==> src/rtl/follow_pkg.sv <==
// Shared types and timing constants for the line-follower travel controller.
package follow_pkg;

  typedef enum logic [1:0] {
    ST_IDLE   = 2'b00,
    ST_FOLLOW = 2'b01,
    ST_LOST   = 2'b10,
    ST_FAULT  = 2'b11
  } state_t;

  localparam logic [1:0] OP_STOP = 2'b00;
  localparam logic [1:0] OP_GO   = 2'b01;

  localparam logic [15:0] LOST_CYC_FAST = 16'd512;
  localparam logic [15:0] LOST_CYC_SLOW = 16'd50000;
  localparam logic [15:0] BUZZ_DIV_FAST = 16'd64;
  localparam logic [15:0] BUZZ_DIV_SLOW = 16'd12500;

  function automatic logic [15:0] lost_cyc_f(input logic fast);
    return fast ? LOST_CYC_FAST : LOST_CYC_SLOW;
  endfunction

  function automatic logic [15:0] buzz_div_f(input logic fast);
    return fast ? BUZZ_DIV_FAST : BUZZ_DIV_SLOW;
  endfunction

endpackage

==> src/rtl/follow_timer.sv <==
// 16-bit up-counter with clear, enable, saturation and a terminal-count flag.
module follow_timer (
  input  logic        clk,
  input  logic        rst_n,
  input  logic        clr,
  input  logic        en,
  input  logic [15:0] term,
  output logic        tc
);

  logic [15:0] cnt_q;
  logic [15:0] cnt_d;

  // Next count: clear wins, increments stop at all-ones so the count never wraps.
  always_comb begin
    cnt_d = cnt_q;
    if (clr) begin
      cnt_d = 16'd0;
    end else if (en && (cnt_q != 16'hFFFF)) begin
      cnt_d = cnt_q + 16'd1;
    end else begin
      cnt_d = cnt_q;
    end
  end

  // Count register.
  always_ff @(posedge clk) begin
    if (!rst_n) begin
      cnt_q <= 16'd0;
    end else begin
      cnt_q <= cnt_d;
    end
  end

  assign tc = (cnt_q == term);

endmodule

==> src/rtl/follow_ctrl.sv <==
// Travel controller: accepts GO/STOP commands, follows the line to a destination
// station, tolerates short line loss and raises a buzzing fault on long loss or stall.
module follow_ctrl
  import follow_pkg::*;
#(
  parameter bit FAST_SIM = 1'b0
) (
  input  logic       clk,
  input  logic       rst_n,
  input  logic [7:0] cmd,
  input  logic       cmd_rdy,
  output logic       clr_cmd_rdy,
  input  logic [7:0] ID,
  input  logic       ID_vld,
  output logic       clr_ID_vld,
  input  logic       line_present,
  input  logic       moving,
  output logic       go,
  output logic       in_transit,
  output logic       buzz
);

  localparam logic [15:0] LOST_CYC = lost_cyc_f(FAST_SIM);
  localparam logic [15:0] BUZZ_DIV = buzz_div_f(FAST_SIM);

  state_t      state_q, state_d;
  logic [5:0]  dest_q, dest_d;
  logic        go_q, go_d;
  logic        in_transit_q, in_transit_d;
  logic        buzz_q, buzz_d;

  logic        cmd_go, cmd_stop, id_hit;
  logic        lost_clr, lost_en, lost_tc;
  logic [15:0] lost_term;
  logic        buzz_clr, buzz_en, buzz_tc;
  logic        unused_id_bits;

  assign unused_id_bits = ^ID[7:6];

  assign clr_cmd_rdy = rst_n & cmd_rdy;
  assign clr_ID_vld  = rst_n & ID_vld;

  assign cmd_go   = cmd_rdy && (cmd[7:6] == OP_GO);
  assign cmd_stop = cmd_rdy && (cmd[7:6] == OP_STOP);
  assign id_hit   = ID_vld && (ID[5:0] == dest_q);

  // In LOST the first missing-line sample was taken in FOLLOW, hence the shorter terminal.
  assign lost_term = (state_q == ST_LOST) ? (LOST_CYC - 16'd2) : (LOST_CYC - 16'd1);

  // Next-state and timer control; commands beat ID arrival, which beats line/stall events.
  always_comb begin
    state_d  = state_q;
    dest_d   = dest_q;
    lost_clr = 1'b0;
    lost_en  = 1'b0;
    case (state_q)
      ST_IDLE: begin
        lost_clr = 1'b1;
        if (cmd_go) begin
          dest_d  = cmd[5:0];
          state_d = ST_FOLLOW;
        end else begin
          state_d = ST_IDLE;
        end
      end
      ST_FOLLOW, ST_LOST: begin
        if (cmd_stop) begin
          state_d  = ST_IDLE;
          lost_clr = 1'b1;
        end else if (cmd_go) begin
          dest_d = cmd[5:0];
        end else if (id_hit) begin
          state_d  = ST_IDLE;
          lost_clr = 1'b1;
        end else if (state_q == ST_FOLLOW) begin
          if (!line_present) begin
            state_d  = ST_LOST;
            lost_clr = 1'b1;
          end else if (moving) begin
            lost_clr = 1'b1;
          end else if (lost_tc) begin
            state_d  = ST_FAULT;
            lost_clr = 1'b1;
          end else begin
            lost_en = 1'b1;
          end
        end else begin
          if (line_present) begin
            state_d  = ST_FOLLOW;
            lost_clr = 1'b1;
          end else if (lost_tc) begin
            state_d  = ST_FAULT;
            lost_clr = 1'b1;
          end else begin
            lost_en = 1'b1;
          end
        end
      end
      ST_FAULT: begin
        lost_clr = 1'b1;
        if (cmd_stop) begin
          state_d = ST_IDLE;
        end else begin
          state_d = ST_FAULT;
        end
      end
      default: begin
        state_d  = ST_IDLE;
        lost_clr = 1'b1;
      end
    endcase
  end

  assign buzz_en  = (state_q == ST_FAULT);
  assign buzz_clr = (state_q != ST_FAULT) || buzz_tc;

  // Outputs decoded from the next state so they move on the same edge as the state.
  always_comb begin
    go_d         = (state_d == ST_FOLLOW) || (state_d == ST_LOST);
    in_transit_d = go_d;
    if (state_d != ST_FAULT) begin
      buzz_d = 1'b0;
    end else if ((state_q == ST_FAULT) && buzz_tc) begin
      buzz_d = ~buzz_q;
    end else begin
      buzz_d = buzz_q;
    end
  end

  // State and output registers.
  always_ff @(posedge clk) begin
    if (!rst_n) begin
      state_q      <= ST_IDLE;
      dest_q       <= 6'd0;
      go_q         <= 1'b0;
      in_transit_q <= 1'b0;
      buzz_q       <= 1'b0;
    end else begin
      state_q      <= state_d;
      dest_q       <= dest_d;
      go_q         <= go_d;
      in_transit_q <= in_transit_d;
      buzz_q       <= buzz_d;
    end
  end

  follow_timer u_lost_timer (
    .clk   (clk),
    .rst_n (rst_n),
    .clr   (lost_clr),
    .en    (lost_en),
    .term  (lost_term),
    .tc    (lost_tc)
  );

  follow_timer u_buzz_timer (
    .clk   (clk),
    .rst_n (rst_n),
    .clr   (buzz_clr),
    .en    (buzz_en),
    .term  (BUZZ_DIV - 16'd1),
    .tc    (buzz_tc)
  );

  assign go         = go_q;
  assign in_transit = in_transit_q;
  assign buzz       = buzz_q;

endmodule
==> config.mk <==
export PLATFORM = sky130hd
export DESIGN_NAME = follow_ctrl
export DESIGN_NICKNAME = d
export VERILOG_FILES = /design/src/rtl/follow_pkg.sv /design/src/rtl/follow_timer.sv /design/src/rtl/follow_ctrl.sv
export SDC_FILE = /design/constraint.sdc
export NUM_CORES = 1
export LEC_CHECK = 0
export ABC_AREA = 1
export CAP_MARGIN = 20
export CORE_MARGIN = 5
export CORE_UTILIZATION = 58
export CTS_BUF_LIST = sky130_fd_sc_hd__clkbuf_8 sky130_fd_sc_hd__clkbuf_16
export DETAILED_ROUTE_END_ITERATION = 10
export PLACE_DENSITY = 0.8
export SLEW_MARGIN = 40
export SYNTH_ARGS = -nofsm -noshare
export SYNTH_HDL_FRONTEND = slang
export SYNTH_HIERARCHICAL = 1
export SYNTH_SLANG_ARGS = --single-unit
==> constraint.sdc <==
create_clock -name clk -period 2.5 [get_ports clk]
set_input_delay 0.5 -clock clk [delete_from_list [all_inputs] [get_ports clk]]
set_output_delay 0.5 -clock clk [all_outputs]
set_load 0.1 [all_outputs]
# Yosys cells after proc, flatten, opt, wreduce, memory -nomap -nowiden

Index checks and enable logic that the tools add are counted.

Bits in registers: 42
Latch bits: 0
Memory bits (writable): 0
Bits in read-only memories: 0
Bits of input ports: 22
Output and inout bits: 5
Word-level logic and storage cells: 76
Memories kept: 0

Add/subtract/negate cells: 2
Multiply operators: 0
Divide/modulo/power cells: 0
Order comparisons: 0
Equal/unequal tests: 14
Shift-type cells: 0
Multiplexer cells: 33
Bitwise logic cells: 4
Reduce and logical (&&, ||, !) cells: 17

Operators by type and width:

| operator              | count |
|---|---|
| $add 16x1->16 const B | 2 |
| $ne 16x16->1 const B  | 2 |
| $mux 1                | 19 |
| $mux 2                | 9 |
| $eq 16x14->1 const B  | 1 |
| $eq 16x16->1          | 1 |
| $mux 6                | 2 |
| $pmux 6 s2            | 1 |
| $reduce_or 2->1       | 5 |
| $eq 2x1->1 const B    | 3 |
| $eq 2x2->1 const B    | 3 |
| $eq 6x6->1            | 1 |
| $logic_and 1x1->1     | 6 |
| $ne 2x2->1 const B    | 3 |
| $pmux 2 s3            | 1 |
| $logic_not 2->1       | 2 |
| $and 1x1->1           | 2 |
| $logic_or 1x1->1      | 2 |
| $not 1->1             | 2 |
| $pmux 1 s2            | 1 |
| $reduce_and 2->1      | 1 |
| $reduce_bool 2->1     | 1 |

# Depth between registers and ports, before layout

Gate-level depths: netlist of run 1.

Depth in word-level cells: 13
Mapped depth: 18

# Modules after synthesis

Netlist of run 1, hierarchy kept.

Modules (own cells, without submodules):

| module                      | times used | cells an instance | area an instance (um^2) | seq. area each (um^2) |
|---|---|---|---|---|
| follow_timer (u_buzz_timer) | 1          | 190               | 1193.6                  | 320.3 |
| follow_timer (u_lost_timer) | 1          | 191               | 1137.3                  | 320.3 |
| follow_ctrl                 | 1          | 125               | 777.0                   | 200.2 |

# Least setup slack after synthesis of run 1

No wires, ideal clock.

Kind: register -> register
Start: register state_q[0]
End: register u_lost_timer.cnt_q[13]
Library setup time: 115 ps
Data arrival time: 2110 ps
Data required time: 2385 ps
Setup slack: 275 ps
Cell stages (with the launch flop): 17
Path buffers: 0
Clock period less this slack: 2225 ps
Cells stage by stage: dfxtp_1 > inv_1 > ha_1 > inv_1 > xor2_1 > nor3_1 > nand2_1 > nor2_1 > nor2_1 > nand3b_1 > nor2_1 > nand3_1 > or2_2 > nor2_1 > nand3_1 > nand2_1 > nor2_1

Cells in the longest elaborated chain, start to end: 12
Elaborated cells on any way between the ends: 28
Classes of those cells: 4 x eq/ne; 19 x mux; 5 x reduce/logical

RTL lines:

| what                   | RTL line                             | text |
|---|---|---|
| start, declared        | follow_ctrl.sv:26                    | `state_t state_q, state_d;` |
| start signal, assigned | follow_ctrl.sv:139                   | `state_q <= state_d;` |
| $eq 2x2->1 (*)         | follow_ctrl.sv:48                    | `assign lost_term = (state_q == ST_LOST) ? (LOST_CYC - 16'd2) : (LOST_CYC - 16'd1);` |
| $mux 1 (*)             | follow_ctrl.sv:48                    |  |
| via lost_term[0]       | follow_ctrl.sv:34                    | `logic [15:0] lost_term;` |
| $eq 16x16->1 (*)       | follow_timer.sv:35                   | `assign tc = (cnt_q == term);` |
| via lost_tc            | follow_ctrl.sv:33                    | `logic lost_clr, lost_en, lost_tc;` |
| $mux 1 (*)             | follow_ctrl.sv:81, follow_ctrl.sv:91 |  |
| $mux 1                 | follow_ctrl.sv:79                    | `end else if (moving) begin` |
| $mux 1                 | follow_ctrl.sv:76                    | `if (!line_present) begin` |
| $mux 1 (*)             | follow_ctrl.sv:75                    | `end else if (state_q == ST_FOLLOW) begin` |
| $mux 1 (*)             | follow_ctrl.sv:72                    | `end else if (id_hit) begin` |
| $mux 1 (*)             | follow_ctrl.sv:70                    | `end else if (cmd_go) begin` |
| $mux 1 (*)             | follow_ctrl.sv:67                    | `if (cmd_stop) begin` |
| $mux 1 (*)             | follow_ctrl.sv:56                    | `case (state_q)` |
| via lost_en            | follow_ctrl.sv:33                    |  |
| $logic_and 1x1->1 (*)  | follow_timer.sv:19                   | `end else if (en && (cnt_q != 16'hFFFF)) begin` |
| end signal, assigned   | follow_timer.sv:31                   | `cnt_q <= cnt_d;` |
| end, declared          | follow_timer.sv:11                   | `logic [15:0] cnt_q;` |

The timed path passes the listed nets; every way through them passes the cells marked *.
A chain may end at the register's enable or synchronous reset.

# Worst setup path after layout of run 1

Start: register u_lost_timer.cnt_q[12]
End: register u_lost_timer.cnt_q[15]

Cells in the longest elaborated chain, start to end: 10
Elaborated cells on any way between the ends: 23
Classes of those cells: 1 x add/sub; 2 x eq/ne; 18 x mux; 2 x reduce/logical

RTL lines:

| what                  | RTL line |
|---|---|
| $eq 16x16->1 (*)      | follow_timer.sv:35 |
| via lost_tc           | follow_ctrl.sv:33 |
| $mux 1 (*)            | follow_ctrl.sv:81, follow_ctrl.sv:91 |
| $mux 1                | follow_ctrl.sv:79 |
| $mux 1                | follow_ctrl.sv:76 |
| $mux 1 (*)            | follow_ctrl.sv:75 |
| $mux 1 (*)            | follow_ctrl.sv:72 |
| $mux 1 (*)            | follow_ctrl.sv:70 |
| $mux 1 (*)            | follow_ctrl.sv:67 |
| $mux 1 (*)            | follow_ctrl.sv:56 |
| via lost_en           | follow_ctrl.sv:33 |
| $logic_and 1x1->1 (*) | follow_timer.sv:19 |

Marks and branches as above.

==> metrics.md, run 1 <==
| Metric | Value |
|---|---|
| Status | `finished clean` |
| Worst-margin pin slew | `0.812 ns` |
| DRT iter0 DRCs | `105` |
| Layout cells sized above 1 | `approximately an eighth` |
| Setup TNS | `0 ns` |
| Number of global-route vias before repair | `a little under 3000` |
| Vias | `between 3000 and 4000` |
| Initial antenna violation count | `0` |
| Avg Cell Area, Syn | `6.14 µm²` |
| Crit-path cells | `inv_1 > or2_2 > nand3_1 > nor3_2 > nand2_1 > nor2_2 > nor2_1 > nand3b_1 > nor2_4 > nand3_2 > buf_4 > nor2_1 > nand2_1 > nor2_2 > nand3_1 > nand2_1 > nor2_1` |
| Post-route DRC violation count | `0` |
| Synth warn | `6` |
| Layout Nets | `606` |
| First-pass DRT Iterations | `4` |
| Wirelength per Cell | `roughly 10 µm` |
| Final Max Tran Viols | `0` |
| Core Area | `between 0.005 and 0.006 mm²` |
| Cell count after synthesis | `506` |
| Fraction of registers with async set/reset | `0%` |
| Yosys reg bits | `42` |
| CTS Sinks | `42` |
| Final worst path period share | `92.6%` |
| Crit. path cell count | `17` |
| CTS H-tree lvls | `2` |
| Worst-Skew Late Latency | `~0.3 ns` |
| Drt total wl | `6740 µm` |
| Area contributors post-synth | `dfxtp_1 (27%), nand2_1 (15%), nor2_1 (12%)` |
| Hold WC Path Type | `reg2reg` |
| Max-capacitance violation count | `0` |
| Final Skew | `0.00470 ns` |
| Total Power | `1.41 mW` |
| Critical Path End Type | `flip-flop` |
| Worst vdd ir | `0.305 mV` |
| Largest net degree at the start of global routing | `21` |
| Min Tclk post-route | `2.32 ns` |
| Final non-filler cell area | `0.00377 mm²` |
| Synth-to-layout area growth | `21.4%` |
| Number of I/O pins | `27` |
| First-pass GRT wire length | `between 10000 and 15000 µm` |
| Worst Reg-to-Reg Cells | `17` |
| Drt via density | `4.78` |
| Family with the most delay on the worst path | `simple AND/OR/NAND/NOR gates` |
| Area post-placement | `around 0.0036 mm²` |
| Die X-Extent | `roughly 83 µm` |
| Post-synth top area share | `27.1%` |
| Crit path buf inv count | `2` |
| Final non-filler cell total | `647` |
| Crit-path max FO | `4` |
| # port buffers | `24` |
| Pleak | `1.61 nW` |
| Hold buffer count at cts | `0` |
| Hpwl dp | `5100 µm` |
| Crit path kind | `reg2reg` |
| ANT nets after route | `0` |
| Crit path required time | `roughly 2.7 ns` |
| CTS tree | `done` |
| Final setup vio count | `0` |
| Yosys cell types | `38` |
| Diodes inserted | `0` |
| Clock Root Buffer | `clkbuf_8` |
| Starting Density | `around three fifths` |
| Layout fillers | `451` |
| Ys flop type | `dfxtp_1` |
| EDFF count, synth | `0` |
| Synth area leader | `dfxtp_1` |
| Top cell types by occurrence after synthesis | `nand2_1 (126), nor2_1 (96), inv_1 (64), dfxtp_1 (42), nand3_1 (31)` |
| Worst Path Arrival | `2.51 ns` |
| Max stage delay on crit path | `0.38 ns` |
| Pwr dens | `373 mW/mm²` |
| Slew HR | `45.6%` |
| Worst hold stages | `2` |
| DP Cell Count | `approximately 640` |
| Row count | `26` |
| Full die area | `0.00692 mm²` |
| Crit start category | `flip-flop` |
| Sequential cell area fraction in the yosys report | `27.1%` |
| Maximum buffer depth of the clock tree | `2` |
| Clk slew on worst S/H paths | `0.08 ns` |
| Overflow left after global routing | `0` |
| RD Place Congestion | `0.872` |
| Synthesized area | `0.00311 mm²` |
| Tot GR Track Use | `about a fifth` |
| CP max stage cell | `dfxtp_4` |
| TritonCTS Buffers | `5` |
| Final setup margin | `0.184 ns` |
| Hold Vio Cnt, Final | `0` |
| Fmax | `between 0.4 and 0.5 GHz` |
| Most frequent cell after synthesis | `nand2_1` |
| Place WS | `-0.146 ns` |
| Die height | `83.2 µm` |
## timing repair
| action | CTS | global route |
|---|---|---|
| setup buffers | 0 | 1 |
| endpoints found under the setup margin | 0 | 14 |
| hold endpoints to repair | 0 | 0 |
| gates resized for setup | 0 | 16 |
## power by group
group          internal, mW  total (mW)  switching, mW
sequential            0.674       0.678        0.00369
combinational        0.0799       0.181          0.101
clock                 0.294       0.547          0.252
## registers in the layout (all words and copies together), names as in the netlist
| register | cells |
|---|---|
| u_buzz_timer/cnt_q | 16 |
| u_lost_timer/cnt_q | 16 |
| dest_q | 6 |
| state_q | 2 |
| buzz | 1 |
| in_transit | 1 |
## worst register-to-register path: cells and delay by family, from the launching register on
family	cells	cell delay [ns]
DFF	1	0.38
and+or+nand+nor	15	1.63
buffers and inverters	2	0.21
## final timing paths
path | start | endpoint | slack [ns]
setup / recovery | u_lost_timer/cnt_q[12]$_SDFFE_PP0P_ | u_lost_timer/cnt_q[15]$_SDFFE_PP0P_ | 0.18
hold / removal | dest_q[3]$_SDFFE_PN0P_ | dest_q[3]$_SDFFE_PN0P_ | 0.47
setup reg to reg | u_lost_timer/cnt_q[12]$_SDFFE_PP0P_ | u_lost_timer/cnt_q[15]$_SDFFE_PP0P_ | 0.18
hold reg to reg | dest_q[3]$_SDFFE_PN0P_ | dest_q[3]$_SDFFE_PN0P_ | 0.47
## per-layer routing
metal	up-vias	global-route usage, %	wire (µm)
met3	16	3.86	218
met1	1345	22.8	2980
met5	-	0	0
met4	0	7.58	167
li1	1680	-	-
met2	54	36.5	3380
## cell families after synthesis
kind of cell	after synthesis	synth area share, %
other	2	0.242
xor gates and xnor gates	26	7.33
adders and majority gates	8	3.22
AOI/OAI and AO/OA	49	9.02
DFF	42	27.1
and+or+nand+nor	302	43.1
buffers and inverters	77	10.0
## cell usage in the layout, fill, tap and decap left out, types with 3 or more instances in the layout
cell type | netlist | routed
nor3_2 | 1 | 3
o21ai_0 | 13 | 13
inv_2 | 5 | 7
clkdlybuf4s50_1 | 0 | 19
dfxtp_1 | 42 | 39
buf_4 | 1 | 15
nor3_1 | 12 | 10
nand3_1 | 31 | 30
nor2_2 | 4 | 8
nor2_1 | 96 | 91
clkbuf_8 | 0 | 5
nor2_4 | 3 | 4
xnor2_1 | 10 | 10
or2_2 | 6 | 6
nand3_2 | 2 | 3
xor2_1 | 16 | 15
nand2_1 | 126 | 126
nand2_2 | 8 | 8
conb_1 | 2 | 37
inv_1 | 64 | 62
nand4_1 | 6 | 6
ha_1 | 8 | 8
a21oi_1 | 27 | 27
## layout make-up
type	instances	area (µm²)	area share, %
inverter	69	259	6.87
clock buffer	5	68.8	1.82
tap	70	87.6	2.32
sequential	42	847	22.5
clock inverter	3	40.0	1.06
timing repair buffer	36	343	9.09
multi-input combinational	422	2130	56.4
## metrics by stage
stage          util, %  hold WS, ns
4_1_cts           71.9        0.467
5_1_grt           72.9        0.496
3_3_place_gp      69.8        0.442
3_5_place_dp      69.8        0.455
2_1_floorplan        -        0.436
6_report          72.9        0.467
No activity file was read; power rests on OpenSTA's default activity.
==> run 2: changes to the inputs <==
--- a/config.mk
+++ b/config.mk
@@ -6,12 +6,12 @@
 export NUM_CORES = 1
 export LEC_CHECK = 0
 export ABC_AREA = 1
-export CAP_MARGIN = 20
 export CORE_MARGIN = 5
 export CORE_UTILIZATION = 58
 export CTS_BUF_LIST = sky130_fd_sc_hd__clkbuf_8 sky130_fd_sc_hd__clkbuf_16
 export DETAILED_ROUTE_END_ITERATION = 10
-export PLACE_DENSITY = 0.8
+export PLACE_DENSITY_LB_ADDON = 0.12
+export SKIP_LAST_GASP = 1
 export SLEW_MARGIN = 40
 export SYNTH_ARGS = -nofsm -noshare
 export SYNTH_HDL_FRONTEND = slang
==> run 2 against run 1 <==
Sequential share of layout area up 0.057 points. Critical path type unchanged. Worst hold slack worse by 0.0032 ns. Non-clock buffer count unchanged. Clock power down 1%. Sequential power about the same.
==> metrics.md, run 2 (synthesis gave the netlist of run 1 again) <==
| Metric | Value |
|---|---|
| CTS tree | `done` |
| Starting Density | `60.1%` |
| Largest net degree at the start of global routing | `21` |
| Pleak | `1.60 nW` |
| DRT iter0 DRCs | `between 100 and 150` |
| Pwr dens | `~370 mW/mm²` |
| Min Tclk post-route | `2.33 ns` |
| Critical Path End Type | `flip-flop` |
| Number of global-route vias before repair | `between 2000 and 3000` |
| Status | `finished clean` |
| Hold Vio Cnt, Final | `0` |
| Vias | `3133` |
| Layout cells sized above 1 | `12.0%` |
| Overflow left after global routing | `0` |
| Worst-Skew Late Latency | `0.30 ns` |
| Setup TNS | `0 ns` |
| Maximum buffer depth of the clock tree | `2` |
| Crit-path cells | `inv_1 > or2_2 > nand3_1 > nor3_2 > nand2_1 > nor2_2 > nor2_1 > nand3b_1 > nor2_4 > nand3_1 > or2_2 > nor2_2 > nand3_1 > nand2_1 > nor2_1` |
| Worst path most repeated cell | `nand3_1` |
| Final setup vio count | `0` |
| Top Registers | `u_buzz_timer/cnt_q: 16 flops, u_lost_timer/cnt_q: 16 flops, dest_q: 6 flops` |
| Final Skew | `0.00598 ns` |
| Crit path buf inv count | `1` |
| Post-route DRC violation count | `0` |
| Most common cell after layout, fill and taps aside | `nand2_1` |
| Clock Root Buffer | `clkbuf_8` |
| # port buffers | `24` |
| First-pass DRT Iterations | `6` |
| Die height | `approximately 83 µm` |
| Clk slew on worst S/H paths | `around 0.080 ns` |
| Die X-Extent | `83.2 µm` |
| Hold WC Path Type | `reg2reg` |
| Number of I/O pins | `27` |
| Most frequent cells in the layout | `nand2_1 (126), nor2_1 (92), inv_1 (63), dfxtp_1 (40), conb_1 (37)` |
| Worst Path Arrival | `2.52 ns` |
| Final non-filler cell area | `0.00375 mm²` |
| Worst vdd ir | `between 0.3 and 0.4 mV` |
| Family with the most delay on the worst path | `simple AND/OR/NAND/NOR gates` |
| Core Area | `0.00517 mm²` |
| Full die area | `0.00692 mm²` |
| Crit path kind | `reg2reg` |
| Final worst path period share | `between 90% and 100%` |
| Final non-filler cell total | `647` |
| Crit path required time | `between 2 and 3 ns` |
| Hpwl dp | `5160 µm` |
| Layout Nets | `606` |
| WHS | `roughly 0.46 ns` |
| RD Place Congestion | `0.846` |
| Crit start category | `flip-flop` |
| First-pass GRT wire length | `12300 µm` |
| DP Cell Count | `638` |
| Synth-to-layout area growth | `20.5%` |
| Fmax | `0.430 GHz` |
| Initial antenna violation count | `0` |
| Max-capacitance violation count | `0` |
| ANT nets after route | `0` |
| CTS Sinks | `between 40 and 50` |
| Row count | `26` |
| Wirelength per Cell | `10.6 µm` |
| Tot GR Track Use | `around a fifth` |
| Layout fillers | `around 470` |
| Drt via density | `4.84` |
| Area of the multi-input gates | `0.00211 mm²` |
| Max stage delay on crit path | `0.40 ns` |
| Area post-placement | `0.00361 mm²` |
| Final Max Tran Viols | `0` |
| Drt total wl | `6860 µm` |
| Diodes inserted | `0` |
| CP max stage cell | `dfxtp_1` |
| TritonCTS Buffers | `5` |
| Seq. cell area | `843 µm²` |
| Crit-path max FO | `4` |
| CTS H-tree lvls | `2` |
## run 2: layout make-up
class	instances	share of cell area, %
clock inverters	3	1.07
multi-input cells	422	56.2
clock buffers	5	1.84
well taps	70	2.34
flip-flops and latches	42	22.5
repair buffers	36	9.08
inverters	69	6.91
## run 2: report_power, final
group | switching, mW | internal (mW)
combinational | 0.101 | 0.0786
clock | 0.247 | 0.294
sequential | 0.00416 | 0.675
## run 2: per-layer routing
metal	track usage [%]	up-vias	wire length [µm]
li1	-	1677	-
met1	24.0	1394	2990
met2	37.8	54	3510
met3	3.66	8	263
met4	6.54	0	90
met5	0	-	0
## run 2: path summary, 6_finish.rpt
| kind | from | endpoint | slack, ns | cells after the start |
|---|---|---|---|---|
| worst min register to register | dest_q[3]$_SDFFE_PN0P_ | dest_q[3]$_SDFFE_PN0P_ | 0.46 | 2 |
| worst min-delay path | dest_q[3]$_SDFFE_PN0P_ | dest_q[3]$_SDFFE_PN0P_ | 0.46 | 2 |
| worst max register to register | u_lost_timer/cnt_q[12]$_SDFFE_PP0P_ | u_lost_timer/cnt_q[13]$_SDFFE_PP0P_ | 0.17 | 15 |
| worst max-delay path | u_lost_timer/cnt_q[12]$_SDFFE_PP0P_ | u_lost_timer/cnt_q[13]$_SDFFE_PP0P_ | 0.17 | 15 |
## run 2: tightest hold or removal path, cell delays in order, from the launching register on
cell and delay (ns):
dfxtp_1 0.32, inv_2 0.05, a21oi_1 0.05
## run 2: through the flow
step | power (mW) | setup WS, ns | utilization, %
after floorplan | 0.805 | 0.275 | -
after global routing | 1.47 | -0.0290 | 72.4
after detailed placement | 0.869 | -0.143 | 69.8
after global placement | 0.864 | -0.0827 | 69.8
after CTS | 1.42 | 0.0405 | 71.9
final | 1.40 | 0.174 | 72.4
## run 2: repair_timing
item	in CTS	in global routing
buffers inserted	0	0
pin swaps	0	1
resized for setup	1	8
hold buffers	0	0
endpoints found under the setup margin	2	10
